### src/rtl/lcb_word_assembler.sv
// Pairs LCB response bytes into 12-bit words, routes them to fast/slow paths, closes packets on line-idle timeout.
// Word pulse 1 clk after low-byte strobe; close pulse GAP_CYC+1 clks after last strobe; no backpressure (FIFOs must accept).
module lcb_word_assembler #(
  parameter int BYTES      = 16,
  parameter int FAST_WORDS = 4,
  parameter int GAP_CYC    = 400
) (
  input  logic        clk,
  input  logic        rst,
  input  logic [7:0]  iData,
  input  logic        strob,
  input  logic [10:0] sAddr,
  output logic [11:0] fData,
  output logic        fVal,
  output logic [11:0] sData,
  output logic        sVal,
  output logic [10:0] sWrAddr,
  output logic        pktDone,
  output logic        pktErr,
  output logic [7:0]  errCnt
);

  localparam int          GW       = $clog2(GAP_CYC + 1);
  localparam logic [4:0]  BYTES_C  = 5'(BYTES);
  localparam logic [4:0]  FAST_C   = 5'(FAST_WORDS);
  localparam logic [10:0] FAST_A   = 11'(FAST_WORDS);
  localparam logic [GW-1:0] GAP_LAST = GW'(GAP_CYC - 1);

  typedef enum logic {IDLE, COLLECT} state_t;

  state_t        state_q, state_d;
  logic [GW-1:0] gap_q, gap_d;
  logic [4:0]    cnt_q, cnt_d;
  logic          ovf_q, ovf_d;
  logic [3:0]    hi_q, hi_d;
  logic [10:0]   base_q, base_d;
  logic [11:0]   f_dat_q, f_dat_d;
  logic          f_vld_q, f_vld_d;
  logic [11:0]   s_dat_q, s_dat_d;
  logic          s_vld_q, s_vld_d;
  logic [10:0]   s_addr_q, s_addr_d;
  logic          done_q, done_d;
  logic          err_q, err_d;
  logic [7:0]    err_cnt_q, err_cnt_d;

  logic [3:0]    widx;
  logic [11:0]   word;

  assign widx = cnt_q[4:1];
  assign word = {hi_q, iData};

  always_ff @(posedge clk or posedge rst) begin
    if (rst) begin
      state_q   <= IDLE;
      gap_q     <= '0;
      cnt_q     <= '0;
      ovf_q     <= 1'b0;
      hi_q      <= '0;
      base_q    <= '0;
      f_dat_q   <= '0;
      f_vld_q   <= 1'b0;
      s_dat_q   <= '0;
      s_vld_q   <= 1'b0;
      s_addr_q  <= '0;
      done_q    <= 1'b0;
      err_q     <= 1'b0;
      err_cnt_q <= '0;
    end else begin
      state_q   <= state_d;
      gap_q     <= gap_d;
      cnt_q     <= cnt_d;
      ovf_q     <= ovf_d;
      hi_q      <= hi_d;
      base_q    <= base_d;
      f_dat_q   <= f_dat_d;
      f_vld_q   <= f_vld_d;
      s_dat_q   <= s_dat_d;
      s_vld_q   <= s_vld_d;
      s_addr_q  <= s_addr_d;
      done_q    <= done_d;
      err_q     <= err_d;
      err_cnt_q <= err_cnt_d;
    end
  end

  always_comb begin
    state_d   = state_q;
    gap_d     = gap_q;
    cnt_d     = cnt_q;
    ovf_d     = ovf_q;
    hi_d      = hi_q;
    base_d    = base_q;
    f_dat_d   = f_dat_q;
    f_vld_d   = 1'b0;
    s_dat_d   = s_dat_q;
    s_vld_d   = 1'b0;
    s_addr_d  = s_addr_q;
    done_d    = 1'b0;
    err_d     = 1'b0;
    err_cnt_d = err_cnt_q;

    case (state_q)
      IDLE: begin
        if (strob) begin
          state_d = COLLECT;
          base_d  = sAddr;
          cnt_d   = 5'd1;
          hi_d    = iData[3:0];
          gap_d   = '0;
          ovf_d   = 1'b0;
        end
      end
      COLLECT: begin
        if (strob) begin
          // A strobe always beats timer expiry in the same cycle.
          gap_d = '0;
          if (cnt_q == BYTES_C) begin
            ovf_d = 1'b1;
          end else begin
            cnt_d = cnt_q + 5'd1;
            if (!cnt_q[0]) begin
              hi_d = iData[3:0];
            end else if ({1'b0, widx} < FAST_C) begin
              f_dat_d = word;
              f_vld_d = 1'b1;
            end else begin
              s_dat_d  = word;
              s_vld_d  = 1'b1;
              s_addr_d = base_q + (11'(widx) - FAST_A);
            end
          end
        end else if (gap_q == GAP_LAST) begin
          state_d = IDLE;
          gap_d   = '0;
          cnt_d   = '0;
          ovf_d   = 1'b0;
          if (cnt_q == BYTES_C && !ovf_q) begin
            done_d = 1'b1;
          end else begin
            err_d = 1'b1;
            if (err_cnt_q != 8'hFF) err_cnt_d = err_cnt_q + 8'd1;
          end
        end else begin
          gap_d = gap_q + 1'b1;
        end
      end
      default: state_d = IDLE;
    endcase
  end

  assign fData   = f_dat_q;
  assign fVal    = f_vld_q;
  assign sData   = s_dat_q;
  assign sVal    = s_vld_q;
  assign sWrAddr = s_addr_q;
  assign pktDone = done_q;
  assign pktErr  = err_q;
  assign errCnt  = err_cnt_q;

endmodule

### config.mk
export PLATFORM = sky130hd
export DESIGN_NAME = lcb_word_assembler
export DESIGN_NICKNAME = d
export VERILOG_FILES = /design/src/rtl/lcb_word_assembler.sv
export SDC_FILE = /design/constraint.sdc
export NUM_CORES = 1
export LEC_CHECK = 0
export BUFFER_PORTS_ARGS = -buffer_cell sky130_fd_sc_hd__clkbuf_2
export CAP_MARGIN = 20
export CORE_UTILIZATION = 45
export DETAILED_ROUTE_END_ITERATION = 10
export PLACE_DENSITY = 0.7
export SYNTH_ARGS = -nofsm -noshare
export SYNTH_HDL_FRONTEND = slang
export SYNTH_SLANG_ARGS = --single-unit
### constraint.sdc
create_clock -name clk -period 2.6 [get_ports clk]
set_input_delay 0 -clock clk [delete_from_list [all_inputs] [get_ports clk]]
set_output_delay 0 -clock clk [all_outputs]
set_load 0.01 [all_outputs]
==> results.py, run 1 <==
metrics = {
    "outcome": {
        "outcome": "finished clean",
    },
    "power_and_ir_drop": {
        "power.density_nw_per_um2": 888,
        "vdd_drop_max_v": 0.000332,
        "p_seq_share_pct": 42.9,
        "p_comb_share_pct": 32.9,
        "p_sw_uw": 1470,
        "swShare_pct": 35.0,
        "clockPowerShare_pct": 24.2,
        "leakage_uw": 0.00228,
        "p_int_uw": 2730,
    },
    "timing": {
        "hold_viol_final": 0,
        "tightestPinTransition_ps": 963,
        "max_freq_mhz": 424,
        "timing.final.crit_share_pct": 90.8,
        "max_slew_margin_pct": 35.8,
        "hold_ws_ps": 38.1,
        "maxSlewViolCount": 0,
        "skew_ps": 11.4,
        "rsz0062_at_grt": "false",
        "fin_crit_ps": 2360,
        "finalSetupTns_ps": 0,
        "finalSetupViolations": 0,
    },
    "routing": {
        "drt_iter0_drc": 168,
        "viasPerCell": 5.20,
        "dr.pass1.iters": 4,
        "routed_wl_um": 8050,
        "drc_errors": 0,
        "drtAntennaViolNets": 0,
        "wl_per_cell_um": 14.0,
        "vias": 3000,
    },
    "cts": {
        "path_clk_slew_ps": 80,
        "clock_sinks": 78,
        "hold_buffers": 20,
        "post_cts_buffers": 0,
        "clockRootBuffer": "clkbuf_8",
        "cts_buffer_depth": 2,
        "htreeDepth": 3,
        "post_cts_resize_count": 0,
        "tritoncts": "built",
        "cts_inserted_buffers": 9,
        "clock_latency_ps": 370,
    },
    "die": {
        "row_count": 33,
        "start_util_pct": 46.6,
        "dieArea_um2": 8890,
        "pin_count": 69,
        "die_h_um": 94.3,
        "core-area_um2": 8220,
        "fp.dieW_um": 94.3,
    },
    "cells_and_area": {
        "n_antenna_cell": 0,
        "fin_util_pct": 57.6,
        "final_layout_size_suffix_gt1_share_pct": 26.7,
        "fillers": 719,
        "syn2layout_area_growth_pct": 23.6,
        "nets": 500,
        "fin_cells": 577,
    },
    "worst_setup_path": {
        "path_class": "reg2reg",
        "reg2reg_from": "cnt_q[3]$_DFFE_PP0P_",
        "required_ps": 2900,
        "crit_path_end": "sWrAddr[10]$_DFFE_PP0P_",
        "cp.arrival_ps": 2660,
        "worstSetupStartpoint": "cnt_q[3]$_DFFE_PP0P_",
        "worst-path-max-fanout": 6,
        "startpoint_type": "register",
        "r2r_cells": 9,
        "rrSetupSlack_ps": 240,
        "r2r-end": "sWrAddr[10]$_DFFE_PP0P_",
        "crit_path_end_kind": "register",
    },
    "global_routing": {
        "antenna_found_initial": 0,
        "grt_max_degree": 79,
        "grt_usage_pct": 20.1,
        "overflow": 0,
        "grt_first_pass_wirelength_um": 13700,
        "grt_pass1_vias": 3004,
    },
    "yosys": {
        "synth_area_um2": 3830,
        "synthArstFlopShare_pct": 100,
        "synth_cell_types": 51,
        "synth_edf_count": 0,
        "ys_seq_area_share_pct": 50.9,
        "synthFlopType": "dfrtp_1",
        "netlist_instances": 374,
        "synth-seq-cells": 78,
        "synth_nets": 407,
        "yosysWarningCount": 0,
        "postSynthAreaPerCell_um2": 10.2,
    },
    "hold_path": {
        "min_path_type": "in2reg",
    },
    "placed_design": {
        "dp_hpwl_um": 5530,
        "numPlacedInstances": 541,
        "portBuffers": 68,
        "gp_congestion": 0.879,
    },
    "job": {
        "maxCapViolCount": 0,
    },
}
[cells in the mapped netlist (all sizes together) (2+ instances only)]
cell type  count  area [um^2]
a211oi         2         15.0
a21o           2         15.0
a21oi         11         55.1
a31oi          4         25.0
a41oi          2         17.5
and2           2         12.5
and3           4         25.0
and3b          3         26.3
buf            3         15.0
clkbuf        13         48.8
dfrtp         78         1950
ha            10          125
inv           11         41.3
mux2          28          315
nand2         65          244
nand2b         2         12.5
nand3         10         50.1
nand3b         2         15.0
nand4          7         43.8
nand4b         2         17.5
nand4bb        2         38.8
nor2          27          101
nor2b          5         31.3
nor3           6         30.0
nor4           3         18.8
o21a           3         22.5
o21ai         24          120
o22ai          2         12.5
o31ai          3         22.5
or4            2         18.8
xnor2         13          114
xor2           7         61.3
[registers in the layout, indices dropped and copies added, names as in the netlist]
register and flops:
sVal 1, errCnt 8, base_q 11, ovf_q 1, fData 12, pktDone 1
state_q 1, pktErr 1, hi_q 4, fVal 1, sWrAddr 11, cnt_q 5
sData 12, gap_q 9
[layout make-up]
type | count | area [um^2] | share of cell area (%)
clock inverters | 6 | 92.6 | 1.96
inverters | 11 | 41.3 | 0.872
multi-input cells | 269 | 1770 | 37.5
well taps | 105 | 131 | 2.77
flip-flops and latches | 78 | 1950 | 41.2
clock buffers | 10 | 128 | 2.70
repair buffers | 98 | 616 | 13.0
[metal layers]
metal	up-vias	global-route usage (%)	part of all wire [%]
met2	53	33.5	49
met5	-	0	0
li1	1495	-	-
met1	1437	25.1	46
met4	0	7.31	1.7
met3	15	4.94	3.7
[worst max-delay path, stage by stage (launching register included)]
cell and delay, ps:
dfrtp_1 430, inv_1 120, ha_1 290, inv_1 40
ha_1 230, and3b_1 190, o21ai_0 270, a31oi_1 170
or4_1 480, nand4_1 90
[cell families (layout without fill, tap and decap cells)]
logic type	count (synthesis)	after routing	share of synthesized area, %
AND/OR/NAND/NOR	146	146	18.8
flip-flops	78	78	50.9
AO/OA/AOI/OAI	63	63	10.7
multiplexers	29	29	8.49
buffers and inverters	27	125	2.74
XOR/XNOR	20	20	4.57
adder cells (fa/ha/maj)	11	11	3.79
[metrics by stage]
| step | setup WS (ps) | instance area [um^2] | power, uW |
|---|---|---|---|
| floorplan | 436 | 3830 | 2670 |
| global placement | 349 | 4310 | 3140 |
| CTS | 239 | 4730 | 4240 |
| finish | 240 | 4730 | 4210 |
| global route | 14.0 | 4730 | 4530 |
| detailed placement | 270 | 4310 | 3190 |
[power by group through the flow]
| stage | logic (uW) | registers [uW] | clock network (uW) |
|---|---|---|---|
| 2_1_floorplan | 764 | 1910 | 0 |
| 3_3_place_gp | 1330 | 1800 | 0 |
| 3_5_place_dp | 1370 | 1820 | 0 |
| 4_1_cts | 1400 | 1800 | 1040 |
| 5_1_grt | 1580 | 1850 | 1090 |
| 6_report | 1380 | 1800 | 1020 |
[cell usage in the layout (no fill, tap or decap), types with 3 or more instances in the layout]
master         netlist  layout
a21oi_1             11      11
a31oi_1              4       4
and3_1               4       4
and3b_1              3       3
buf_4                0      10
clkbuf_2             0      68
clkbuf_8             0       9
dfrtp_1             78      78
dlygate4sd3_1        0      20
ha_1                10      10
inv_1               11      10
mux2_2              27      27
nand2_1             65      65
nand3_1             10      10
nand4_1              7       7
nor2_1              27      27
nor2b_1              5       5
nor3_1               6       6
nor4_1               3       3
o21a_1               3       3
o21ai_0             24      24
o31ai_1              3       3
xnor2_1             13      13
xor2_1               7       7
[how the worst min path moves through the flow]
stage | startpoint | end | slack, ps | cells past startpoint
2_1_floorplan | iData[0] | sData[0]$_DFFE_PP0P_ | 110 | 2
3_3_place_gp | iData[5] | sData[5]$_DFFE_PP0P_ | 210 | 3
3_5_place_dp | iData[6] | sData[6]$_DFFE_PP0P_ | 220 | 3
4_1_cts | strob | gap_q[2]$_DFFE_PP0N_ | 40 | 2
5_1_grt | strob | gap_q[2]$_DFFE_PP0N_ | 70 | 2
6_report | strob | gap_q[4]$_DFFE_PP0N_ | 40 | 2
Note: power is estimated with default switching activity, not from simulation.
==> run 2: changes to the inputs <==
- CORE_MARGIN: unset -> 4
- HOLD_SLACK_MARGIN: unset -> 0.08
- REMOVE_ABC_BUFFERS: unset -> 1
==> results.py, run 2 (synthesized netlist as in run 1, its figures left out) <==
metrics = {
    "routing": {
        "drt_iter0_drc": 106,
        "routed_wl_um": 8030,
        "drc_errors": 0,
        "viasPerCell": 5.20,
        "wl_per_cell_um": 13.9,
        "drtAntennaViolNets": 0,
        "vias": 3009,
        "dr.pass1.iters": 4,
    },
    "die": {
        "pin_count": 69,
        "core-area_um2": 8260,
        "start_util_pct": 46.4,
        "row_count": 33,
        "die_h_um": 100,
        "dieArea_um2": 10100,
        "fp.dieW_um": 100,
    },
    "cts": {
        "post_cts_buffers": 0,
        "clockRootBuffer": "clkbuf_8",
        "htreeDepth": 3,
        "cts_inserted_buffers": 9,
        "tritoncts": "built",
        "path_clk_slew_ps": 90,
        "clock_latency_ps": 350,
        "cts_buffer_depth": 2,
        "clock_sinks": 78,
    },
    "cells_and_area": {
        "fillers": 726,
        "n_antenna_cell": 0,
        "final_common_cell": "dfrtp_1",
        "syn2layout_area_growth_pct": 23.6,
        "regArea_um2": 1950,
        "final_cell_mix": "78 x dfrtp_1, 68 x clkbuf_2, 65 x nand2_1",
        "multi_input_area_um2": 1770,
        "nets": 502,
        "fin_cells": 579,
        "final_layout_size_suffix_gt1_share_pct": 27.0,
    },
    "worst_setup_path": {
        "crit_path_end_kind": "register",
        "cp.arrival_ps": 2650,
        "path_class": "reg2reg",
        "r2r_cells": 9,
        "startpoint_type": "register",
        "worst-path-max-fanout": 6,
        "required_ps": 2880,
    },
    "global_routing": {
        "grt_usage_pct": 16.7,
        "overflow": 0,
        "grt_pass1_vias": 2956,
        "grt_max_degree": 47,
        "antenna_found_initial": 0,
        "grt_first_pass_wirelength_um": 13700,
    },
    "power_and_ir_drop": {
        "vdd_drop_max_v": 0.000332,
        "power.density_nw_per_um2": 867,
        "leakage_uw": 0.00229,
        "p_total_uw": 4110,
    },
    "placed_design": {
        "gp_congestion": 0.842,
        "portBuffers": 68,
        "numPlacedInstances": 542,
        "dp_hpwl_um": 5730,
    },
    "timing": {
        "hold_viol_final": 0,
        "tightestPinTransition_ps": 774,
        "timing.final.crit_share_pct": 91.3,
        "rsz0062_at_grt": "false",
        "max_slew_margin_pct": 48.3,
        "finalSetupViolations": 0,
        "maxSlewViolCount": 0,
        "skew_ps": 12.5,
        "max_freq_mhz": 421,
        "fin_crit_ps": 2370,
        "finalSetupTns_ps": 0,
    },
    "hold_path": {
        "min_path_type": "in2async",
    },
    "outcome": {
        "outcome": "finished clean",
    },
    "job": {
        "maxCapViolCount": 0,
    },
}
[run 2: power breakdown]
| group | internal (uW) | total, uW | switching (uW) |
|---|---|---|---|
| combinational | 624 | 1380 | 761 |
| sequential | 1570 | 1800 | 234 |
| clock | 455 | 922 | 467 |
| total | 2640 | 4110 | 1460 |
[run 2: timing repair]
item                      CTS  global route
hold buffers               21             0
resized for setup           0             0
hold endpoints to repair   78             0
[run 2: layout make-up]
class,instances,share of cell area [%]
timing repair buffer,100,13.4
clock inverter,7,1.66
sequential,78,41.2
inverter,11,0.898
tap,105,2.77
multi-input combinational,269,37.5
clock buffer,9,2.62
[run 2: final timing paths]
kind                                       from                 endpoint  slack [ps]
min                                         rst     fData[2]$_DFFE_PP0P_         300
max                        cnt_q[3]$_DFFE_PP0P_  sWrAddr[10]$_DFFE_PP0P_         230
min reg2reg                   ovf_q$_DFFE_PP0P_        pktDone$_DFF_PP0_         470
max reg2reg                cnt_q[3]$_DFFE_PP0P_  sWrAddr[10]$_DFFE_PP0P_         230
max in group asynchronous                   rst     cnt_q[2]$_DFFE_PP0P_        1560
min in group clk                       iData[7]     sData[7]$_DFFE_PP0P_         400
[run 2: worst max-delay path, stage by stage (launching register included)]
cell and delay [ps]:
dfrtp_1 430, inv_1 120, ha_1 290, inv_1 40, ha_1 230, and3b_1 190
o21ai_0 260, a31oi_1 170, or4_1 480, nand4_1 100
[run 2: per-layer routing]
| metal | routed length, um | share of wire (%) | global-route usage, % |
|---|---|---|---|
| met3 | 368 | 4.6 | 3.82 |
| met1 | 3740 | 47 | 22.3 |
| met5 | 0 | 0 | 0 |
| met2 | 3850 | 48 | 27.4 |
| met4 | 66 | 0.82 | 4.66 |
[run 2: stage by stage]
stage               setup slack [ps]  hold WS [ps]  area (um^2)  util [%]
finish                           227           295         4740      57.3
global route                    46.3           350         4740      57.3
CTS                              241           312         4740      57.3
detailed placement               253           150         4320      52.3
global placement                 337           141         4320      52.3
floorplan                       86.2          66.4         3770         -
==> run 3: changes to the inputs <==
- CORE_ASPECT_RATIO: unset -> 1.75
==> results.py, run 3 (synthesized netlist as in run 1, its figures left out) <==
metrics = {
    "outcome": {
        "outcome": "finished clean",
    },
    "timing": {
        "finalSetupViolations": 0,
        "timing.final.crit_share_pct": 90.4,
        "maxSlewViolCount": 0,
        "finalSetupTns_ps": 0,
        "max_freq_mhz": 426,
        "skew_ps": 6.72,
        "max_slew_margin_pct": 49.5,
        "setup_ws_ps": 250,
        "fin_crit_ps": 2350,
        "hold_viol_final": 0,
        "tightestPinTransition_ps": 757,
        "rsz0062_at_grt": "false",
    },
    "power_and_ir_drop": {
        "vdd_drop_max_v": 0.000456,
        "leakage_uw": 0.00235,
        "p_total_uw": 4480,
        "power.density_nw_per_um2": 919,
    },
    "cts": {
        "clock_sinks": 78,
        "post_cts_buffers": 0,
        "cts_buffer_depth": 2,
        "path_clk_slew_ps": 70,
        "clock_latency_ps": 340,
        "cts_inserted_buffers": 9,
        "htreeDepth": 3,
        "clockRootBuffer": "clkbuf_16",
        "tritoncts": "built",
        "post_cts_resize_count": 0,
    },
    "placed_design": {
        "dpl_worst_slack_ps": 266,
        "gp_congestion": 0.866,
        "portBuffers": 68,
        "dp_hpwl_um": 5960,
    },
    "routing": {
        "vias": 3048,
        "drt_iter0_drc": 113,
        "routed_wl_um": 8290,
        "wl_per_cell_um": 14.0,
        "drc_errors": 0,
        "viasPerCell": 5.16,
        "drtAntennaViolNets": 0,
        "dr.pass1.iters": 4,
    },
    "die": {
        "die_h_um": 130,
        "fp.dieW_um": 77.8,
        "start_util_pct": 46.1,
        "core-area_um2": 8310,
        "pin_count": 69,
        "row_count": 44,
        "dieArea_um2": 10100,
    },
    "worst_setup_path": {
        "path_buf_inv": 2,
        "crit_chain": "inv_1 > ha_1 > inv_1 > ha_1 > and3b_1 > o21ai_0 > a31oi_1 > or4_1 > nand4_1",
        "required_ps": 2870,
        "crit_path_end_kind": "register",
        "max_stage_delay_ps": 480,
        "startpoint_type": "register",
        "path_class": "reg2reg",
        "cp.arrival_ps": 2620,
        "worst-path-max-fanout": 6,
        "cp_slowest_cell": "or4_1",
        "cp_top_family": "simple AND/OR/NAND/NOR gates",
    },
    "cells_and_area": {
        "fillers": 742,
        "n_antenna_cell": 0,
        "regArea_um2": 1950,
        "final_cell_mix": "78 x dfrtp_1, 68 x clkbuf_2, 65 x nand2_1",
        "syn2layout_area_growth_pct": 27.3,
        "nets": 504,
        "final_layout_size_suffix_gt1_share_pct": 27.3,
        "multi_input_area_um2": 1770,
        "final_common_cell": "dfrtp_1",
    },
    "global_routing": {
        "overflow": 0,
        "grt_first_pass_wirelength_um": 13900,
        "grt_usage_pct": 17.5,
        "antenna_found_initial": 0,
        "grt_max_degree": 45,
        "grt_pass1_vias": 2973,
    },
    "hold_path": {
        "min_path_type": "in2async",
    },
    "job": {
        "maxCapViolCount": 0,
    },
}
==> run 3: report_power, final <==
part,switching [uW],total (uW),internal (uW),leakage (uW)
clock network,518,1270,756,0.000151
registers,234,1800,1570,0.000984
logic,766,1410,640,0.00122
total,1520,4480,2970,0.00235
==> run 3: final timing paths <==
| kind | startpoint | to | slack [ps] | cells after the start |
|---|---|---|---|---|
| max | cnt_q[3]$_DFFE_PP0P_ | sWrAddr[10]$_DFFE_PP0P_ | 250 | 9 |
| min | rst | fData[3]$_DFFE_PP0P_ | 330 | 3 |
| max reg2reg | cnt_q[3]$_DFFE_PP0P_ | sWrAddr[10]$_DFFE_PP0P_ | 250 | 9 |
| min reg2reg | ovf_q$_DFFE_PP0P_ | pktDone$_DFF_PP0_ | 470 | 1 |
| max in group asynchronous | rst | sWrAddr[3]$_DFFE_PP0P_ | 1580 | 4 |
| min in group clk | iData[5] | sData[5]$_DFFE_PP0P_ | 410 | 4 |
==> run 3: final cells by class <==
cell class,instances,area share [%]
clock buffers,9,4.62
clock inverters,7,1.62
inverters,11,0.847
multi-input cells,269,36.4
flip-flops and latches,78,40.0
well taps,115,2.95
repair buffers,102,13.5
==> run 3: layer usage <==
metal	GRT usage, %	part of all wire [%]	vias to the layer above
li1	-	-	1498
met1	19.0	39	1479
met2	31.9	56	58
met3	4.97	4.0	13
met4	7.13	1.5	0
met5	0	0	-
==> run 3: tightest hold or removal path: cells and delay by family <==
kind / cells / cell delay, ps
buf+inv: 3 / 1190
==> run 3: stage by stage <==
stage / hold slack, ps / utilization [%] / instance area, um^2 / std cells
after floorplan: 66.4 / - / 3770 / 358
after global placement: 152 / 52.5 / 4360 / 554
after detailed placement: 164 / 52.5 / 4360 / 554
after CTS: 349 / 58.7 / 4880 / 591
after global routing: 400 / 58.7 / 4880 / 591
final: 328 / 58.7 / 4880 / 591
==> run 3: repair_timing <==
action,4_1_cts,5_1_grt
hold buffers,21,0
endpoints found under the hold margin,67,0
endpoints found under the setup margin,0,0
